File: src/rtl/bec_serial_rx_if.sv
// Handshake bundle for the (25,16) burst decoder: serial bit input side and decoded
// message output side. The decoder uses the slave view; the driver/consumer uses the master view.
interface bec_serial_rx_if;
    logic        in_bit;
    logic        in_valid;
    logic        in_ready;
    logic [0:15] out_msg;
    logic        out_valid;
    logic        out_ready;
    logic        out_corrected;
    logic        out_uncorrectable;

    modport master (
        output in_bit, in_valid, out_ready,
        input  in_ready, out_msg, out_valid, out_corrected, out_uncorrectable
    );

    modport slave (
        input  in_bit, in_valid, out_ready,
        output in_ready, out_msg, out_valid, out_corrected, out_uncorrectable
    );
endinterface

File: src/rtl/bec_serial_rx.sv
// Serial receiver and sequential decoder for the (25,16) burst-error-correcting code (b<=4):
// deserialise, compute syndrome, 16-cycle burst-position search, valid/ready result.
module bec_serial_rx (
    input  logic           clk,
    input  logic           rst,
    bec_serial_rx_if.slave bus
);

    typedef enum logic [1:0] {
        ST_SHIFT  = 2'd0,
        ST_SYND   = 2'd1,
        ST_SEARCH = 2'd2,
        ST_OUT    = 2'd3
    } state_t;

    function automatic logic [0:8] f_parity(input logic [0:15] m);
        logic [0:8] p;
        p[0] = m[0] ^ m[4] ^ m[8]  ^ m[12];
        p[1] = m[1] ^ m[5] ^ m[9]  ^ m[13];
        p[2] = m[2] ^ m[6] ^ m[10] ^ m[14];
        p[3] = m[3] ^ m[7] ^ m[11] ^ m[15];
        p[4] = m[0] ^ m[2] ^ m[6]  ^ m[7]  ^ m[8]  ^ m[11];
        p[5] = m[0] ^ m[3] ^ m[6]  ^ m[9]  ^ m[12];
        p[6] = m[0] ^ m[1] ^ m[4]  ^ m[6]  ^ m[7]  ^ m[10] ^ m[13];
        p[7] = m[0] ^ m[2] ^ m[3]  ^ m[6]  ^ m[7]  ^ m[8]  ^ m[9]  ^ m[10] ^ m[14];
        p[8] = m[1] ^ m[2] ^ m[5]  ^ m[6]  ^ m[8]  ^ m[9]  ^ m[10] ^ m[11] ^ m[15];
        return p;
    endfunction

    function automatic logic [0:8] f_syndrome(input logic [0:24] c);
        return c[16:24] ^ f_parity(c[0:15]);
    endfunction

    // Candidate burst at start j: pattern bits come from the interleaved s[0:3] part.
    function automatic logic [0:24] f_burst(input logic [3:0] j, input logic [0:8] s);
        logic [0:24] e;
        e = 25'd0;
        for (int i = 0; i < 20; i++) begin
            if ((i >= int'(j)) && (i <= int'(j) + 3)) begin
                e[i] = s[i % 4];
            end
        end
        return e;
    endfunction

    function automatic logic [0:15] f_fix_msg(input logic [3:0] j, input logic [0:8] s);
        logic [0:24] e;
        e = f_burst(j, s);
        return e[0:15];
    endfunction

    // Syndrome positions tolerated because their parity bit (20+t) lies inside the window.
    function automatic logic [0:8] f_allowed(input logic [3:0] j);
        logic [0:8] mask;
        mask = 9'd0;
        for (int t = 0; t < 5; t++) begin
            if ((20 + t >= int'(j)) && (20 + t <= int'(j) + 3)) begin
                mask[4 + t] = 1'b1;
            end
        end
        return mask;
    endfunction

    function automatic logic f_parity_only(input logic [0:8] s);
        int lo;
        int hi;
        lo = 9;
        hi = -1;
        for (int t = 0; t < 9; t++) begin
            if (s[t]) begin
                if (lo == 9) begin
                    lo = t;
                end
                hi = t;
            end
        end
        return (hi >= 0) && ((hi - lo) <= 3);
    endfunction

    state_t      r_state;
    state_t      w_next_state;
    logic [4:0]  r_cnt;
    logic [0:24] r_cw;
    logic [0:8]  r_synd;
    logic [3:0]  r_j;
    logic        r_hit;
    logic [3:0]  r_hit_j;
    logic        r_in_ready;
    logic        r_out_valid;
    logic [0:15] r_out_msg;
    logic        r_corr;
    logic        r_unc;

    logic        w_beat;
    logic [0:8]  w_synd;
    logic [0:24] w_cand;
    logic        w_accept;
    logic [3:0]  w_sel_j;
    logic        w_found;
    logic [0:15] w_res_msg;
    logic        w_res_corr;
    logic        w_res_unc;

    // Next-state decode and end-of-search result selection.
    always_comb begin
        w_next_state = r_state;
        w_beat       = bus.in_valid & r_in_ready;
        w_synd       = f_syndrome(r_cw);
        w_cand       = f_burst(r_j, r_synd);
        w_accept     = ((f_syndrome(w_cand) ^ r_synd) & ~f_allowed(r_j)) == 9'd0;
        w_found      = r_hit | w_accept;
        w_sel_j      = r_hit ? r_hit_j : r_j;
        w_res_msg    = r_cw[0:15];
        w_res_corr   = 1'b0;
        w_res_unc    = 1'b0;

        if (w_found) begin
            w_res_msg  = r_cw[0:15] ^ f_fix_msg(w_sel_j, r_synd);
            w_res_corr = 1'b1;
        end else if (f_parity_only(r_synd)) begin
            w_res_corr = 1'b1;
        end else begin
            w_res_unc  = 1'b1;
        end

        case (r_state)
            ST_SHIFT: begin
                if (w_beat && (r_cnt == 5'd24)) begin
                    w_next_state = ST_SYND;
                end else begin
                    w_next_state = ST_SHIFT;
                end
            end
            ST_SYND: begin
                if (w_synd == 9'd0) begin
                    w_next_state = ST_OUT;
                end else begin
                    w_next_state = ST_SEARCH;
                end
            end
            ST_SEARCH: begin
                if (r_j == 4'd15) begin
                    w_next_state = ST_OUT;
                end else begin
                    w_next_state = ST_SEARCH;
                end
            end
            ST_OUT: begin
                if (bus.out_ready) begin
                    w_next_state = ST_SHIFT;
                end else begin
                    w_next_state = ST_OUT;
                end
            end
            default: w_next_state = ST_SHIFT;
        endcase
    end

    // State register.
    always_ff @(posedge clk) begin
        if (rst) begin
            r_state <= ST_SHIFT;
        end else begin
            r_state <= w_next_state;
        end
    end

    // Datapath: deserialiser, syndrome, search bookkeeping and registered outputs.
    always_ff @(posedge clk) begin
        if (rst) begin
            r_cnt       <= 5'd0;
            r_cw        <= 25'd0;
            r_synd      <= 9'd0;
            r_j         <= 4'd0;
            r_hit       <= 1'b0;
            r_hit_j     <= 4'd0;
            r_in_ready  <= 1'b1;
            r_out_valid <= 1'b0;
            r_out_msg   <= 16'h0000;
            r_corr      <= 1'b0;
            r_unc       <= 1'b0;
        end else begin
            r_in_ready  <= (w_next_state == ST_SHIFT);
            r_out_valid <= (w_next_state == ST_OUT);
            case (r_state)
                ST_SHIFT: begin
                    if (w_beat) begin
                        r_cw[r_cnt] <= bus.in_bit;
                        r_cnt       <= (r_cnt == 5'd24) ? 5'd0 : r_cnt + 5'd1;
                    end
                end
                ST_SYND: begin
                    r_synd <= w_synd;
                    r_j    <= 4'd0;
                    r_hit  <= 1'b0;
                    if (w_synd == 9'd0) begin
                        r_out_msg <= r_cw[0:15];
                        r_corr    <= 1'b0;
                        r_unc     <= 1'b0;
                    end
                end
                ST_SEARCH: begin
                    r_j <= r_j + 4'd1;
                    if (w_accept && !r_hit) begin
                        r_hit   <= 1'b1;
                        r_hit_j <= r_j;
                    end
                    if (r_j == 4'd15) begin
                        r_out_msg <= w_res_msg;
                        r_corr    <= w_res_corr;
                        r_unc     <= w_res_unc;
                    end
                end
                ST_OUT: begin
                    r_j <= 4'd0;
                end
                default: begin
                    r_cnt <= 5'd0;
                end
            endcase
        end
    end

    assign bus.in_ready          = r_in_ready;
    assign bus.out_valid         = r_out_valid;
    assign bus.out_msg           = r_out_msg;
    assign bus.out_corrected     = r_corr;
    assign bus.out_uncorrectable = r_unc;

endmodule

File: src/flat_wrapper.sv
// flat-port wrapper written by rule: the top's interface ports become plain ports
module bec_serial_rx_flat 
  (clk, rst, bus_in_bit, bus_in_valid, bus_out_ready, bus_in_ready, bus_out_msg, bus_out_valid, bus_out_corrected, bus_out_uncorrectable);
  bec_serial_rx_if bus_i ();
  input  logic clk;
  input  logic rst;
  input wire logic [$bits(bus_i.in_bit)-1:0] bus_in_bit;
  input wire logic [$bits(bus_i.in_valid)-1:0] bus_in_valid;
  input wire logic [$bits(bus_i.out_ready)-1:0] bus_out_ready;
  output wire logic [$bits(bus_i.in_ready)-1:0] bus_in_ready;
  output wire logic [$bits(bus_i.out_msg)-1:0] bus_out_msg;
  output wire logic [$bits(bus_i.out_valid)-1:0] bus_out_valid;
  output wire logic [$bits(bus_i.out_corrected)-1:0] bus_out_corrected;
  output wire logic [$bits(bus_i.out_uncorrectable)-1:0] bus_out_uncorrectable;
  assign bus_i.in_bit = bus_in_bit;
  assign bus_i.in_valid = bus_in_valid;
  assign bus_i.out_ready = bus_out_ready;
  assign bus_in_ready = bus_i.in_ready;
  assign bus_out_msg = bus_i.out_msg;
  assign bus_out_valid = bus_i.out_valid;
  assign bus_out_corrected = bus_i.out_corrected;
  assign bus_out_uncorrectable = bus_i.out_uncorrectable;
  bec_serial_rx u_core (.clk(clk), .rst(rst), .bus(bus_i));
endmodule
File: config.mk
export PLATFORM = sky130hd
export DESIGN_NAME = bec_serial_rx_flat
export DESIGN_NICKNAME = d
export VERILOG_FILES = /design/src/rtl/bec_serial_rx_if.sv /design/src/rtl/bec_serial_rx.sv /design/src/flat_wrapper.sv
export SDC_FILE = /design/constraint.sdc
export NUM_CORES = 1
export LEC_CHECK = 0
export BUFFER_PORTS_ARGS = -buffer_cell sky130_fd_sc_hd__buf_4
export CAP_MARGIN = 20
export CELL_PAD_IN_SITES_DETAIL_PLACEMENT = 1
export CELL_PAD_IN_SITES_GLOBAL_PLACEMENT = 2
export CORE_MARGIN = 2
export CORE_UTILIZATION = 34
export CTS_CLUSTER_SIZE = 40
export DETAILED_ROUTE_END_ITERATION = 12
export PLACE_DENSITY = 0.77
export SETUP_SLACK_MARGIN = 0.2
export SYNTH_ARGS = -nofsm -noshare
export SYNTH_HDL_FRONTEND = slang
export SYNTH_SLANG_ARGS = --single-unit
File: constraint.sdc
create_clock -name clk -period 3.7 [get_ports clk]
set_input_delay 0.555 -clock clk [delete_from_list [all_inputs] [get_ports clk]]
set_output_delay 0.555 -clock clk [all_outputs]
set_load 0.01 [all_outputs]
---- Word-level counts from Yosys, hierarchy flattened ----
Index checks and enable logic that the tools add are counted.
storage, ports and cells
  bits in latches ......................... 0
  memories ................................ 0
  output and inout bits ................... 20
  flip-flop bits (word level) ............. 70
  ROM bits ................................ 0
  bits in writable memories ............... 0
  logic and storage cells ................. 367
  input bits .............................. 5
operators by class
  muxes and demuxes ....................... 119
  bitwise gates (word level) .............. 93
  div/mod/pow operators ................... 0
  equal/unequal tests ..................... 17
  multiply operators ...................... 0
  reduce and logical (&&, ||, !) cells .... 46
  shifts and indexed selects .............. 0
  $lt $le $gt $ge ......................... 75
  add/sub/neg operators ................... 5
operator list
  cell                   count
  $mux W32               35
  $le A5 B32 Y1 const A  16
  $le A6 B32 Y1 const A  9
  $eq A32 B5 Y1 const B  8
  $le A4 B32 Y1 const A  8
  $le A3 B32 Y1 const A  4
  $xor A1 B1 Y1          84
  $mux W1                69
  $le A1 B32 Y1 const A  2
  $le A2 B32 Y1 const A  2
  $ge A4 B4 Y1 const A   14
  $mux W16               3
  $logic_and A1 B1 Y1    34
  $ge A3 B4 Y1 const A   8
  $ge A32 B1 Y1 const B  1
  $le A32 B3 Y1 const B  1
  $pmux W16 S2           1
  $sub A32 B32 Y32       1
  $xor A9 B9 Y9          3
  $bwmux W25             1
  $logic_not A9 Y1       2
  $ge A1 B4 Y1 const A   4
  $ge A2 B4 Y1 const A   4
  $xor A16 B16 Y16       1
  28 further kinds       40

---- Depth between registers and ports, before layout ----
Gate-level depths: netlist of the first run.
  depth in word-level cells ............... 57
  gate-level depth with buffers ........... 20

---- Worst setup path after synthesis of the first run ----
No wires, ideal clock.
  path type ............................... reg2reg
  from .................................... register u_core.r_j[0]
  to ...................................... register u_core.r_out_msg (netlist bit u_core.bus.out_msg[2])
  setup time .............................. 0.122 ns
  data required time ...................... 3.578 ns
  stages on the path, launching flop included .. 16
  path slack .............................. -0.151 ns
  buffers on the path ..................... 2
  arrival ................................. 3.730 ns
  path through ............................ dfxtp_1 buf_6 inv_1 ha_1 ha_1 buf_4 o21bai_4 a2111o_1 nand2_1 nor2_1 mux2_2 xnor2_1 nor4_4 a32oi_2 o311a_1 a221o_1
between the ends
  longest elaborated chain between the ends .. 20
  elaborated cells on any way between the ends .. 143
  those cells by class .................... add/sub: 2; order compare: 42; eq/ne: 2; mux: 31; bitwise: 48; reduce/logical: 18
ends and longest elaborated chain
  what                                                  RTL line                                                       source
  start: declaration                                    bec_serial_rx.sv:85                                            logic [3:0] r_j;
  start signal: assignment                              bec_serial_rx.sv:203                                           r_j <= r_j + 4'd1;
  $add A4 B2 Y5                                         bec_serial_rx.sv:39, bec_serial_rx.sv:57
  $le A2 B32 Y1, or another cell as far along           bec_serial_rx.sv:39                                            if ((i >= int'(j)) && (i <= int'(j) + 3)) begin
  $logic_and A1 B1 Y1                                   bec_serial_rx.sv:39
  $mux W1                                               bec_serial_rx.sv:39
  $xor A1 B1 Y1, on equally long branches               bec_serial_rx.sv:26, bec_serial_rx.sv:22, bec_serial_rx.sv:25
  $xor A1 B1 Y1, on equally long branches (7 in a row)  bec_serial_rx.sv:26, bec_serial_rx.sv:25
  $xor A9 B9 Y9                                         bec_serial_rx.sv:31                                            return c[16:24] ^ f_parity(c[0:15]);
  $xor A9 B9 Y9                                         bec_serial_rx.sv:110                                           w_accept = ((f_syndrome(w_cand) ^ r_synd) & ~f_allowed(r_j)) == 9'd0;
  $and A9 B9 Y9                                         bec_serial_rx.sv:110
  $logic_not A9 Y1                                      bec_serial_rx.sv:110
  $or A1 B1 Y1                                          bec_serial_rx.sv:111                                           w_found = r_hit | w_accept;
  $mux W16                                              bec_serial_rx.sv:117                                           if (w_found) begin
  $mux W16                                              bec_serial_rx.sv:208                                           if (r_j == 4'd15) begin
  $pmux W16 S2                                          bec_serial_rx.sv:185                                           case (r_state)
  end signal: assignment                                bec_serial_rx.sv:197                                           r_out_msg <= r_cw[0:15];
  end signal: assignment                                bec_serial_rx.sv:209                                           r_out_msg <= w_res_msg;
  end: declaration                                      bec_serial_rx.sv:90                                            logic [0:15] r_out_msg;
Parallel ways exist; a longest one is shown, timed or not. The select of a mux whose other input is x is not followed.
A chain may end at the register's enable or synchronous reset.

---- Worst setup path after layout of the first run ----
  from .................................... register u_core.r_j[1]
  to ...................................... register u_core.r_out_msg (netlist bit u_core.bus.out_msg[7])
Same word-level chain as after synthesis.

==> metrics list, run 1 <==
- Status: finished clean
* Type of the most critical hold path: reg2reg
- IO Pins: 25
- For this design, the sink count on the clock tree is 70.
- The share of total power dissipated in combinational logic is 0.042.
- Most frequently used flop master after synthesis: sky130_fd_sc_hd__dfxtp_1
- Total internal power: 1.44 mW
* Area delta synth->final: 20.9%
- Using the TritonRoute via totals, the vias-per-cell ratio works out to 5.48.
- Placement-stage cell area: slightly above 0.006 mm^2
- Gate count after technology mapping: approximately 740
- Of the total power, the clock network draws 0.542.
- Routed via count: around 5500
- Initial cell density of the core: 0.343
- Counting along the longest clock path gives a buffer depth of 2.
- A synthesized cell averages approximately 7.6 um^2.
- Summed over all instances, the cell type with the most area after synthesis is sky130_fd_sc_hd__dfxtp_1.
- Post-route setup TNS: 0 ns
* Number of buffers created by CTS: 9
- In this run the critical register-to-register path is launched from u_core.r_j[1].
- Clock-pin slew on the worst setup and hold paths: 0.06 ns
* Die W: roughly 130 um
- CTS built an H-tree with a depth of 3.
- Share of layout cells above drive strength 1: 0.194
* Residual overflow from global routing: 0
* Number of cells on the worst reg-to-reg path: 15
- Fin area: 0.00681 mm^2
- The number of global-route vias before repair came to around 5400.
- Worst Hold Path Cells: 1
- Peak supply drop: around 0.31 mV
- Static Leak: between 2 and 3 nW
* Syn_nets: approximately 770
* Setup slack at placement: -0.0980 ns
- Worst flop-to-flop path endpoint: u_core.bus.out_msg[7]
* Worst path required time: 3.92 ns
- Area of the die: 0.0176 mm^2
- Entering global routing, the biggest net connects 55 pins.
* Cell types with the largest area share after synthesis: sky130_fd_sc_hd__dfxtp_1 25%, sky130_fd_sc_hd__xnor2_1 7.2%, sky130_fd_sc_hd__ha_1 6.2%
- Along the worst path, the maximum fanout reaches 6.
- Fin nets: between 800 and 900
- Of all flip-flops after synthesis, the portion carrying an async set or reset was 0.
* Critical Path Sink Type: flop
- The detailed router finished its first iteration with around 290 violations.
- After the flow finishes, the layout carries non-filler instances totaling between 900 and 1000.
- The setup check on the worst reg-to-reg path leaves a slack of 0.21 ns.
* Gr usage total: 0.207
- Wires add up to 18.3 mm.
* Number of storage elements in the synthesis netlist: 70
* Wire length of the first global-routing pass: a little under 30 mm
* Number of synthesized flops with an enable pin: 0
- End point of the worst hold path: u_core.bus.out_uncorrectable
- Number of placed instances, taps included: slightly below 1000
* Critical path startpoint: u_core.r_j[1]
- The Yosys step of the flow raised 0 warnings.
- Hold path start: u_core.bus.out_uncorrectable
- Clock latency on the worst-skew pair, taken at its later pin, is 0.34 ns.
- Across all setup checks in the final design, the least slack found is roughly 0.21 ns.
- For this design the total switching power over the nets is 399 uW.
- DRC viols: 0
* Core Box Area: approximately 0.016 mm^2
- In the post-synthesis netlist, the cell with the most instances is sky130_fd_sc_hd__nor2_1.
- The repair_antennas step left the layout with diodes totalling 0.
- In this run the core area contains 47 standard-cell rows.
* Sum of net half-perimeters after detailed placement: ~14 mm
* Post-synthesis instance area: between 0.005 and 0.006 mm^2
- Worst clock skew: 0.00773 ns
- The number of antenna violations at the first check in global routing came to 0.
* Distinct cells, synth: 77
- The critical path in this run is classified as reg2reg.
- Number of pins with negative max-slew slack in the final report: 0
* Fraction of the yosys area taken by sequential cells: 0.249
- The congestion estimate from routability-driven global placement came to 0.873.
- Post-synth top area share: 0.249
- The hold violation total from the final report came to 0.
- Post-route fraction of the period consumed by the critical path: 0.943
- Buffers placed on the I/O ports in this run total 24.
* Most numerous cell types in the synthesized netlist: 90 x sky130_fd_sc_hd__nor2_1, 75 x sky130_fd_sc_hd__nand2_1, 70 x sky130_fd_sc_hd__dfxtp_1, 60 x sky130_fd_sc_hd__a21oi_1, 47 x sky130_fd_sc_hd__o21ai_0
- Power comes to between 1.5 and 2 mW.
* RSZ-0062 raised after global routing: true
- Number of detailed-route iterations in the first pass: 4
* Category of the worst setup path launch point: flop
- Final number of setup-violating endpoints: 0
* Antenna viol nets, final: 0
* Worst-margin pin slew: 0.642 ns
* Power share of the sequential group: 0.416
- Final min period: 3.49 ns
- Of the total power, the share spent switching nets is 0.218.
- Drt wl/cell: 18.4 um
- Remaining max-slew budget at the tightest pin: 0.571
- Fmax achieved: between 200 and 300 MHz
- The die is ~130 um tall.
- The number of hold buffers added after CTS was 0.
- Data arrival at the endpoint of the critical path: about 3.7 ns
* Pwr dens: roughly 270 mW/mm^2
- Library cell used as clock root buffer: sky130_fd_sc_hd__clkbuf_16
- Max-Cap Viols: 0
- TritonCTS built the clock tree.
==> cells in the final DEF (no fill, tap or decap), drive strengths merged, types with 5 or more instances in the layout <==
master and instances:
o31ai 6, a31oi 7, xnor2 46, nand2b 13, dfxtp 70, o21ai 52
nand2 75, nor3b 5, a21o 7, o2111ai 8, o22ai 8, nand3 19
and2 7, o2bb2ai 6, buf 72, a21oi 62, a211oi 5, mux2i 15
nor2 92, xor2 21, o211ai 8, nor3 15, ha 28, clkbuf 9
and3 5, o21a 5, inv 24, nor2b 14
==> worst max-delay path, cell delays in order, from the launching register on <==
cell	delay, ns
sky130_fd_sc_hd__dfxtp_2	0.34
sky130_fd_sc_hd__inv_2	0.06
sky130_fd_sc_hd__ha_4	0.16
sky130_fd_sc_hd__ha_4	0.26
sky130_fd_sc_hd__buf_6	0.14
sky130_fd_sc_hd__buf_4	0.14
sky130_fd_sc_hd__o31a_1	0.28
sky130_fd_sc_hd__o22ai_2	0.16
sky130_fd_sc_hd__and3_1	0.20
sky130_fd_sc_hd__xnor3_1	0.25
sky130_fd_sc_hd__and3_4	0.20
sky130_fd_sc_hd__or3_4	0.42
sky130_fd_sc_hd__buf_6	0.15
sky130_fd_sc_hd__a31oi_4	0.24
sky130_fd_sc_hd__nor2_1	0.07
sky130_fd_sc_hd__a221o_1	0.30
==> through the flow <==
step	utilization	hold WS [ns]
final	0.415	0.462
after global routing	0.415	0.479
after CTS	0.397	0.466
after detailed placement	0.373	0.446
after global placement	0.373	0.445
after floorplan	-	0.449
==> routing by layer <==
layer  GRT usage  part of all wire  vias up
met1       0.266              0.45     2706
met4      0.0609             0.016        0
li1            -                 -     2655
met5           0                 0        -
met3      0.0272             0.034       20
met2       0.362              0.50       71
==> worst max-delay path by stage <==
| stage | endpoint | cells past startpoint |
|---|---|---|
| finish | u_core.bus.out_msg[7] | 15 |
| global placement | u_core.bus.out_uncorrectable | 18 |
| detailed placement | u_core.bus.out_uncorrectable | 18 |
| floorplan | u_core.bus.out_msg[2] | 15 |
| CTS | u_core.bus.out_msg[7] | 16 |
| global route | u_core.bus.out_msg[7] | 15 |
==> sequential cells by signal (all words and copies together), names as in the netlist, 2 cells and up <==
register and cells:
u_core.r_cw 25, u_core.r_cnt 5, u_core.r_j 4, u_core.r_state 2
u_core.r_hit_j 4, u_core.bus.out_msg 16, u_core.r_synd 9
==> cells by family after synthesis <==
| logic type | count (synthesis) | share of synthesized area |
|---|---|---|
| and+or+nand+nor | 271 | 0.231 |
| buffers and inverters | 76 | 0.0600 |
| muxes | 19 | 0.0353 |
| adders and majority gates | 29 | 0.0657 |
| DFF | 70 | 0.249 |
| AOI/OAI and AO/OA | 203 | 0.239 |
| xor gates and xnor gates | 71 | 0.120 |
==> timing repair <==
item / in CTS / in global routing
resized for setup: 10 / 40
setup endpoints to repair: 22 / 22
pin swaps: 4 / 25
endpoints found under the hold margin: 0 / 0
buffers inserted: 1 / 16
==> layout make-up <==
cell class	count	area, um^2
tap	220	275
multi-input combinational	593	4110
sequential	70	1410
clock buffer	9	225
fill	1980	9590
clock inverter	7	113
inverter	24	92.6
timing repair buffer	72	581
==> power groups by stage <==
| stage | registers, mW | clock network, mW | logic [mW] |
|---|---|---|---|
| 2_1_floorplan | 0.778 | 0 | 0.0589 |
| 3_3_place_gp | 0.780 | 0 | 0.0760 |
| 3_5_place_dp | 0.780 | 0 | 0.0781 |
| 4_1_cts | 0.764 | 1.01 | 0.0786 |
| 5_1_grt | 0.763 | 1.05 | 0.0854 |
| 6_report | 0.763 | 0.995 | 0.0771 |
No activity file was read; power rests on OpenSTA's default activity.
==> run 2: changes to the inputs <==
Settings changed: CORE_MARGIN 2 to default.
==> run 2 against run 1 <==
  * Die area down 3.0%
  * Sequential power about the same
  * Cell count down 1.0%
  * Power down 7.0%
  * Sequential share of layout area up 0.29 points
  * Global-route usage up 2.1 points
  * First-iteration DRC count down 34%
  * Core utilization up 0.25 points
  * Critical path depth unchanged
  * Flip-flop and latch count unchanged
  * Critical path type unchanged
  * Critical endpoint is now u_core.bus.out_msg[6]
  * Largest cell class unchanged
  * Highest routed layer unchanged
==> metrics list, run 2 (synthesis results as in run 1) <==
- The run finished with clean final reports.
* RSZ-0062 raised after global routing: true
- Area delta synth->final: 19.1%
- The clock slew at the register clock pins of the worst setup and hold paths is 0.06 ns (about the same).
- Number of detailed-route iterations in the first pass: 4 (unchanged)
- The final worst clock skew came to 0.0107 ns (+0.00293 ns).
- DRC viols: 0 (unchanged)
- The total power after layout was 1.71 mW (-7.0%).
- Setup slack at placement: 0.0514 ns (+0.149 ns)
* Chip height: 131 um (-1.5%)
- The detailed-routing wirelength on met1 is 8.53 mm (+3.5%).
- Wire length of the first global-routing pass: 29.6 mm (+0.66%)
* End point of the worst hold path: u_core.bus.out_corrected
- The sum of negative setup slack came to 0 ns (unchanged).
- Via count of the first global-routing pass: 5585 (+3.3%)
- Crit-path cells: inv_4 > ha_4 > ha_4 > buf_12 > nand2b_4 > o2111ai_2 > a221o_1 > o21ai_2 > xnor3_1 > and3_4 > or3_4 > buf_6 > a31oi_4 > nor2_2 > a221o_1
- The largest fanout of any net on the critical path was 13 (+7).
- Leaving out fill and tap cells, the most frequent cells in the layout are 88 x sky130_fd_sc_hd__nor2_1, 75 x sky130_fd_sc_hd__nand2_1, 66 x sky130_fd_sc_hd__dfxtp_1.
* Worst-margin pin slew: 0.714 ns (+0.0723 ns)
- Reg2reg setup slack: 0.20 ns (about the same)
- Antenna viol nets, final: 0 (unchanged)
* Number of antenna violations at the first check in global routing: 0 (unchanged)
- Worst Slack Setup Final: 0.203 ns (-0.00826 ns)
- The average routed wire per standard cell was 18.6 um (+1.3%).
- Routed via count: 5351 (-1.9%)
* CP delay by family, top: compound AO/OA/AOI/OAI gates
- Fmax achieved: 286 MHz (-0.24%)
* Launching point of the worst reg2reg path: u_core.r_j[0]
* Most common cell after layout, fill and taps aside: sky130_fd_sc_hd__nor2_1
* Number of pins with negative max-slew slack in the final report: 0 (unchanged)
- Core Box Area: 0.0161 mm^2 (-2.1%)
- Total wirelength of the detailed-routed design: 18.3 mm (+0.24%)
* Largest stage delay on the critical path: 0.47 ns (+0.05 ns)
* Buffering stage count on the worst path with inverters included: 3 (-1)
- CTS tree: yes
- Placement row count: 46 (-2.1%)
- The largest net degree at the start of global routing is 55 (unchanged).
- The number of instances on the worst hold path was 1 (unchanged).
- Routed signal wires occupy layers up through met4.
- Post-cts hold buffer count: 0 (unchanged)
* Sum of net half-perimeters after detailed placement: 13.8 mm (+1.2%)
- Number of cells on the worst reg-to-reg path: 15 (unchanged)
- In this run the worst hold path is classified as reg2reg.
- Amount of wire on met2 after detailed routing: 9.05 mm (-1.0%)
- Gr usage total: 0.228 (+0.0207)
* Final Wtd Congestion: 0.868 (-0.57%)
- Number of sinks driven by the clock tree: 70 (unchanged)
* Critical Path Sink Type: flop
- Area of the die: 0.0171 mm^2 (-3.0%)
* Port Buf Inserts: 24 (unchanged)
- The violation count after the first detailed-routing iteration was 192 (-34%).
* Number of buffers created by CTS: 9 (unchanged)
- The final critical path time including I/O delays and setup was 3.50 ns (+0.00826 ns).
- The multi-input logic area came to 0.00410 mm^2 (-0.33%).
- Remaining max-slew budget at the tightest pin: 0.522 (-0.0484)
- Worst path required time: 3.93 ns (about the same)
* Final number of setup-violating endpoints: 0 (unchanged)
* Routed wire length on met3: 404 um (-35%)
- Data arrival at the endpoint of the critical path: 3.73 ns (+0.02 ns)
- Pwr dens: 254 mW/mm^2 (-5.6%)
* Die W: 131 um (-1.5%)
- Initial cell density of the core: 0.351 (+0.00747)
- Worst flop-to-flop path endpoint: u_core.bus.out_msg[6]
- The layout cell share with drive strength beyond 1 came to 0.179 (-0.0141).
- The vias per cell came to 5.43 (-0.86%).
- Static Leak: 2.48 nW (-1.9%)
- For this design, the slowest cell found on the critical path is sky130_fd_sc_hd__xnor3_1.
* Maximum level of the CTS H-tree: 3 (unchanged)
- Number of buffers on the longest clock path: 2 (unchanged)
- Largest register FFs: 25 (unchanged)
- IO Pins: 25 (unchanged)
* Largest register by flop count: u_core.r_cw
- Insertion delay to the later sink of the worst-skew pair: 0.35 ns (about the same)
* Library cell used as clock root buffer: sky130_fd_sc_hd__clkbuf_16
* Post-route fraction of the period consumed by the critical path: 0.945 (+0.00223)
- The register area came to 0.00141 mm^2 (-0.18%).
- Hold path start: u_core.bus.out_corrected
- Category of the worst setup path launch point: flop
- Peak supply drop: 0.284 mV (-9.0%)
* Number of inserted filler cells in the final layout: 1936 (-2.2%)
- Max-Cap Viols: 0 (unchanged)
* Worst setup path class: reg2reg
- Ant diodes: 0 (unchanged)
- The aggregate global routing overflow is 0 (unchanged).
* Fin nets: 800 (-0.50%)
- The hold violation total from the final report came to 0 (unchanged).
## run 2: area by class of cell
cell class                 instances  area share
multi-input combinational        593       0.611
sequential                        70       0.210
timing repair buffer              68      0.0815
tap                              216      0.0403
clock buffer                      10      0.0356
inverter                          24      0.0138
clock inverter                     4     0.00727
## run 2: power breakdown
group	internal, mW	leakage (nW)	total, mW	switching [mW]
combinational	0.0245	1.77	0.0771	0.0527
clock	0.531	0.144	0.866	0.335
sequential	0.757	0.567	0.763	0.00614
total	1.31	2.48	1.71	0.394
## run 2: worst max-delay path by stage
stage	to	startpoint	depth (start not counted)	slack [ns]
floorplan	u_core.bus.out_msg[2]	u_core.r_j[0]	15	0.13
global placement	u_core.bus.out_msg[7]	u_core.r_j[0]	15	0.17
detailed placement	u_core.bus.out_msg[2]	u_core.r_j[0]	14	0.05
CTS	u_core.bus.out_msg[2]	u_core.r_j[0]	15	0.20
global route	u_core.bus.out_msg[15]	u_core.r_j[1]	15	0.05
finish	u_core.bus.out_msg[6]	u_core.r_j[0]	15	0.20
## run 2: per-layer routing
layer  vias up  track usage
met3        20       0.0232
li1       2647            -
met4         0       0.0838
met2        52        0.402
met5         -            0
met1      2632        0.286
## run 2: worst reg2reg max path: stages, from the launching register on
cell and delay [ns]:
sky130_fd_sc_hd__dfxtp_4 0.35, sky130_fd_sc_hd__inv_4 0.04, sky130_fd_sc_hd__ha_4 0.16, sky130_fd_sc_hd__ha_4 0.26
sky130_fd_sc_hd__buf_12 0.15, sky130_fd_sc_hd__nand2b_4 0.06, sky130_fd_sc_hd__o2111ai_2 0.13, sky130_fd_sc_hd__a221o_1 0.32
sky130_fd_sc_hd__o21ai_2 0.09, sky130_fd_sc_hd__xnor3_1 0.47, sky130_fd_sc_hd__and3_4 0.18, sky130_fd_sc_hd__or3_4 0.38
sky130_fd_sc_hd__buf_6 0.15, sky130_fd_sc_hd__a31oi_4 0.25, sky130_fd_sc_hd__nor2_2 0.08, sky130_fd_sc_hd__a221o_1 0.30
## run 2: what timing repair did
action	CTS	global route
pin swaps	7	18
buffers inserted	4	4
endpoints found under the setup margin	21	22
gates resized for setup	12	30
gates cloned	0	0
## run 2: through the flow
| step | cell area [um^2] | instances | util | hold WS [ns] |
|---|---|---|---|---|
| 2_1_floorplan | 5670 | 739 | - | 0.449 |
| 3_3_place_gp | 6160 | 963 | 0.384 | 0.439 |
| 3_5_place_dp | 6160 | 963 | 0.384 | 0.462 |
| 4_1_cts | 6540 | 981 | 0.407 | 0.480 |
| 5_1_grt | 6710 | 985 | 0.418 | 0.504 |
| 6_report | 6710 | 985 | 0.418 | 0.481 |
